### config.mk
export PLATFORM = sky130hd
export DESIGN_NAME = calc_ctrl
export DESIGN_NICKNAME = d
export VERILOG_FILES = /design/src/rtl/calc_ctrl.sv
export SDC_FILE = /design/constraint.sdc
export NUM_CORES = 1
export LEC_CHECK = 0
export ABC_CLOCK_PERIOD_IN_PS = 8200
export BUFFER_PORTS_ARGS = -buffer_cell sky130_fd_sc_hd__buf_2
export CAP_MARGIN = 20
export CELL_PAD_IN_SITES_DETAIL_PLACEMENT = 1
export CELL_PAD_IN_SITES_GLOBAL_PLACEMENT = 2
export CORE_MARGIN = 1
export CORE_UTILIZATION = 35
export DETAILED_ROUTE_END_ITERATION = 10
export PLACE_DENSITY = 0.75
export SLEW_MARGIN = 20
export SYNTH_ARGS = -nofsm -noshare
export SYNTH_HDL_FRONTEND = slang
export SYNTH_SLANG_ARGS = --single-unit
export TNS_END_PERCENT = 100
### constraint.sdc
create_clock -name clk -period 8.2 [get_ports clk]
set_input_delay 1.64 -clock clk [delete_from_list [all_inputs] [get_ports clk]]
set_output_delay 1.64 -clock clk [all_outputs]
set_load 0.05 [all_outputs]
### src/rtl/calc_ctrl.sv
// calc_ctrl: two-operand decimal calculator controller.
// Keys arrive as a 4-bit code plus a toggle strobe. Two operands (0-99) are
// entered digit by digit. An add/subtract/multiply result is converted to BCD
// with a sequential double-dabble, one bit per cycle.
//
// Ports:
//   clk    in   system clock, rising edge
//   rst_n  in   asynchronous active-low reset
//   char   in   [3:0] key code: 0-9 digit, 10 add, 11 sub, 12 mul, 13 enter
//   flag   in   toggles once per key; each toggle is one key event
//   disp   out  [15:0] four BCD digits {thousands, hundreds, tens, ones}
//   neg    out  result-is-negative (meaningful only in S_RES)
//   state  out  [1:0] current state code
//   busy   out  high while the BCD conversion runs
//
// state  | meaning
// S_A    | entering operand A, display shows A
// S_B    | entering operand B, display shows B
// S_CONV | 14-cycle double-dabble conversion, keys held pending
// S_RES  | result shown; a digit starts a new calculation
module calc_ctrl (
    input  logic        clk,
    input  logic        rst_n,
    input  logic [3:0]  char,
    input  logic        flag,
    output logic [15:0] disp,
    output logic        neg,
    output logic [1:0]  state,
    output logic        busy
);

    typedef enum logic [1:0] {
        S_A    = 2'd0,
        S_B    = 2'd1,
        S_CONV = 2'd2,
        S_RES  = 2'd3
    } state_t;

    typedef enum logic [1:0] {
        OP_ADD = 2'd0,
        OP_SUB = 2'd1,
        OP_MUL = 2'd2
    } op_t;

    localparam logic [3:0] CONV_LAST = 4'd13;

    state_t      state_q, state_d;
    op_t         op_q, op_d;
    logic [6:0]  a_q, a_d;
    logic [6:0]  b_q, b_d;
    logic        flag_q, flag_d;
    logic        neg_q, neg_d;
    logic [3:0]  cnt_q, cnt_d;
    logic [29:0] sh_q, sh_d;
    logic [15:0] disp_q, disp_d;

    logic        key_evt;
    logic        is_digit;
    logic        is_op;
    logic        is_enter;
    logic [6:0]  a_shift;
    logic [6:0]  b_shift;
    logic [13:0] res;
    logic        res_neg;
    logic [29:0] sh_step;
    op_t         op_key;

    // Keep only the last two typed digits.
    function automatic logic [6:0] shift_digit(input logic [6:0] x, input logic [3:0] d);
        return 7'((x % 7'd10) * 7'd10 + {3'b000, d});
    endfunction

    function automatic logic [7:0] bcd2(input logic [6:0] x);
        return {4'(x / 7'd10), 4'(x % 7'd10)};
    endfunction

    // One double-dabble iteration: BCD field sits in [29:14], binary in [13:0].
    function automatic logic [29:0] dabble_step(input logic [29:0] s);
        logic [29:0] t;
        t = s;
        for (int i = 0; i < 4; i++) begin
            if (t[14 + 4*i +: 4] >= 4'd5) begin
                t[14 + 4*i +: 4] = t[14 + 4*i +: 4] + 4'd3;
            end
        end
        return {t[28:0], 1'b0};
    endfunction

    assign key_evt  = (flag != flag_q);
    assign is_digit = (char <= 4'd9);
    assign is_op    = (char >= 4'd10) && (char <= 4'd12);
    assign is_enter = (char == 4'd13);
    assign a_shift  = shift_digit(a_q, char);
    assign b_shift  = shift_digit(b_q, char);
    assign sh_step  = dabble_step(sh_q);

    always_comb begin
        op_key = OP_ADD;
        case (char)
            4'd11:   op_key = OP_SUB;
            4'd12:   op_key = OP_MUL;
            default: op_key = OP_ADD;
        endcase
    end

    always_comb begin
        res     = 14'd0;
        res_neg = 1'b0;
        case (op_q)
            OP_SUB: begin
                if (a_q < b_q) begin
                    res     = 14'(b_q - a_q);
                    res_neg = 1'b1;
                end else begin
                    res = 14'(a_q - b_q);
                end
            end
            OP_MUL:  res = 14'(a_q) * 14'(b_q);
            default: res = 14'(a_q) + 14'(b_q);
        endcase
    end

    always_comb begin
        state_d = state_q;
        op_d    = op_q;
        a_d     = a_q;
        b_d     = b_q;
        neg_d   = neg_q;
        cnt_d   = cnt_q;
        sh_d    = sh_q;
        disp_d  = disp_q;
        // The strobe is frozen during conversion so a key stays pending.
        flag_d  = (state_q == S_CONV) ? flag_q : flag;

        case (state_q)
            S_A: begin
                if (key_evt) begin
                    if (is_digit) begin
                        a_d    = a_shift;
                        disp_d = {8'h00, bcd2(a_shift)};
                    end else if (is_op) begin
                        op_d    = op_key;
                        b_d     = 7'd0;
                        state_d = S_B;
                        disp_d  = 16'h0000;
                    end
                end
            end
            S_B: begin
                if (key_evt) begin
                    if (is_digit) begin
                        b_d    = b_shift;
                        disp_d = {8'h00, bcd2(b_shift)};
                    end else if (is_op) begin
                        op_d = op_key;
                    end else if (is_enter) begin
                        neg_d   = res_neg;
                        sh_d    = {16'h0000, res};
                        cnt_d   = CONV_LAST;
                        state_d = S_CONV;
                    end
                end
            end
            S_CONV: begin
                sh_d = sh_step;
                if (cnt_q == 4'd0) begin
                    disp_d  = sh_step[29:14];
                    state_d = S_RES;
                end else begin
                    cnt_d = cnt_q - 4'd1;
                end
            end
            S_RES: begin
                if (key_evt && is_digit) begin
                    a_d     = {3'b000, char};
                    b_d     = 7'd0;
                    neg_d   = 1'b0;
                    state_d = S_A;
                    disp_d  = {12'h000, char};
                end
            end
            default: state_d = S_A;
        endcase
    end

    always_ff @(posedge clk or negedge rst_n) begin
        if (!rst_n) begin
            state_q <= S_A;
            op_q    <= OP_ADD;
            a_q     <= 7'd0;
            b_q     <= 7'd0;
            flag_q  <= 1'b0;
            neg_q   <= 1'b0;
            cnt_q   <= 4'd0;
            sh_q    <= 30'd0;
            disp_q  <= 16'h0000;
        end else begin
            state_q <= state_d;
            op_q    <= op_d;
            a_q     <= a_d;
            b_q     <= b_d;
            flag_q  <= flag_d;
            neg_q   <= neg_d;
            cnt_q   <= cnt_d;
            sh_q    <= sh_d;
            disp_q  <= disp_d;
        end
    end

    assign disp  = disp_q;
    assign neg   = (state_q == S_RES) && neg_q;
    assign state = state_q;
    assign busy  = (state_q == S_CONV);

endmodule
==> impl_metrics.toml <==
[route]
antenna_violating_nets_post_route = 0
vias = 7677
firstDrtPassIters = 5
vias_per_cell = 5.58
drt-initial-drc-count = 305
route.detailed.drc = 0
wirelength_um = 25700
detail_route.wl_per_cell_um = 18.7

[run]
maxCapViolations = 0

[cts]
cts_sinks = 70
cts_tree = "done"
cts_resized = 0
cts-hold-fix-buffers = 0
post_cts_buffers = 0
cts_buffer_depth = 2
cts_root_buf = "clkbuf_16"
clkLatencyLatePin_ps = 350
path_clk_slew_ps = 70
cts_buffers = 9
cts_htree_levels = 3

[setup_path]
cpMaxStageDelayCell = "or4_1"
required_ps = 8410
criticalPathCategory = "flop to flop"
critPathArrivalTime_ps = 7850
crit_path_max_incr_delay_ps = 560
end_kind = "flop"
crit_fanout = 12
startpoint_type = "flop"

[logic_synthesis]
yosys.area.top_type = "dfrtp_1"
synth_compound_area_share_pct = 24.3
synth-simple-area-share_pct = 19.1
yosysWarningCount = 0
synthDistinctLibCells = 84
synthTopCellsByArea = "dfrtp_1 (21%), ha_1 (13%), fa_1 (7.5%), nand2_1 (6.7%), a21oi_1 (4.6%)"
ys.flop_type = "dfrtp_1"
ys_seq_area_share_pct = 21.1
synth-edff-count = 0
synth_common_cells = "nand2_1 (147), inv_1 (93), ha_1 (86)"
yosys.area_share.adder_pct = 20.6
synth_most_common_cell = "nand2_1"
synth_top_family_by_area = "compound AO/OA/AOI/OAI gates"
synth_top_area_share_pct = 21.1
synthMuxAreaShare_pct = 3.46
synthArstFlopShare_pct = 100
ys_seq_elements = 70
syn_area_per_cell_um2 = 7.94
synth_cells = 1044
syn_area_um2 = 8290
synthXorXnorAreaFrac_pct = 4.86
syn-num-nets = 1168

[grt]
grt_usage_pct = 22.1
grt-ovfl-total = 0
grt_max_degree = 71
grt_pass1_wl_um = 42400
antenna_found_initial = 0
grt_pass1_vias = 7818

[placement]
gp_congestion = 0.885
portBuffers = 26
hpwlAfterDp_um = 20000

[die]
io_pins = 27
die_h_um = 156
dieArea_um2 = 24300
num_rows = 55
die_w_um = 156
initial_utilization_pct = 36.2
core_area_um2 = 22900

[timing]
worstMarginPinSlew_ps = 961
min_period_ps = 7650
grt_setup_unrepaired = "no"
slew_viol_final = 0
fin_worst_skew_ps = 10.8
finalCritPeriodShare_pct = 93.2
max_freq_ghz = 0.131
hold_viol_final = 0
relSlewSlack_pct = 35.9
setup_viol_count_final = 0
tns_ps = 0

[finish]
drive_gt1_share_pct = 9.30
num_antenna_cells = 0
area_growth_pct = 10.3
fin_nets = 1184
nFillCells = 2792

[hold_path]
hold_path.class = "flop to flop"

[outcome]
status = "completed"
==> worst paths after layout <==
check	start	end	slack, ps	cells past startpoint
worst min-delay path	neg_q	neg_q	470	2
min in group asynchronous	rst_n	sh_q[7]	1430	1
worst max register to register	b_q[4]	disp[3]	550	30
worst min register to register	neg_q	neg_q	470	2
worst max-delay path	b_q[4]	disp[3]	550	30
max in group asynchronous	rst_n	sh_q[16]	6130	1
==> critical path: cells and delay by family, from the launching register on <==
family          cells  cell delay, ps
mux                 1             350
compound gates     12            2460
simple gates        9            2120
fa+ha+maj           5            1550
buf+inv             2             320
xor+xnor            1             200
flops               1             500
==> routing by layer <==
metal | routed length, um | up-vias | global-route usage (%) | part of all wire, %
met5 | 0 | - | 0 | 0
met4 | 372 | 0 | 5.37 | 1.4
met3 | 698 | 32 | 2.64 | 2.7
met2 | 11900 | 105 | 36.4 | 46
met1 | 12700 | 3821 | 30.5 | 49
li1 | - | 3719 | - | -
==> placed cells by master, fill, tap and decap left out, types with 6 or more instances in the layout <==
cell type  synthesis  final
nand2_1          147    147
inv_1             93     93
ha_1              86     85
a21oi_1           76     75
o21ai_0           70     70
dfrtp_1           70     70
nor2_1            62     62
fa_1              31     31
xnor2_1           30     30
buf_4              0     28
nand3_1           25     25
buf_2              3     25
nand2b_1          24     23
xor2_1            16     15
o21ai_1           15     15
nor2b_1           14     14
mux2i_1           14     14
a22o_1            14     14
o31ai_1           13     13
a211oi_1          13     12
nor3_1            12     12
a21o_1            12     12
mux2_2            11     11
a22oi_1            9      9
clkbuf_16          0      9
a31oi_1            7      7
o211ai_1           7      7
o221ai_1           8      7
a221oi_1           6      6
nand4_1            6      6
and2_1             6      6
==> registers in the layout, indices dropped and copies added, names as in the netlist <==
name and count:
disp 16, op_q 2, state 2, b_q 7, flag_q 1, sh_q 30
a_q 7, cnt_q 4, neg_q 1
==> logic make-up (layout without fill, tap and decap cells) <==
group,Yosys count,count (layout)
compound gates,307,307
simple gates,333,333
buf+inv,143,163
fa+ha+maj,118,118
flops,70,70
mux,27,27
xor+xnor,46,46
==> through the flow <==
step / setup WS (ps) / hold slack, ps / area, um^2 / util [%] / cells
after floorplan: 938 / 435 / 8290 / - / 1044
after global placement: 705 / 450 / 8830 / 38.5 / 1362
after detailed placement: 432 / 462 / 8830 / 38.5 / 1362
after CTS: 415 / 475 / 9120 / 39.8 / 1377
after global routing: 21.6 / 504 / 9140 / 39.9 / 1377
final: 554 / 471 / 9140 / 39.9 / 1377
==> cell type report <==
class	count	area, um^2	area share [%]
Clock inverter	6	63.8	0.698
Multi-Input combinational cell	831	6010	65.8
Sequential cell	70	1750	19.2
Clock buffer	9	225	2.46
Tap cell	313	392	4.29
Timing Repair Buffer	53	335	3.67
Inverter	95	357	3.90
Power is not shown: default switching activity piles up to over one toggle a cycle in this logic, so the estimate is an artifact.
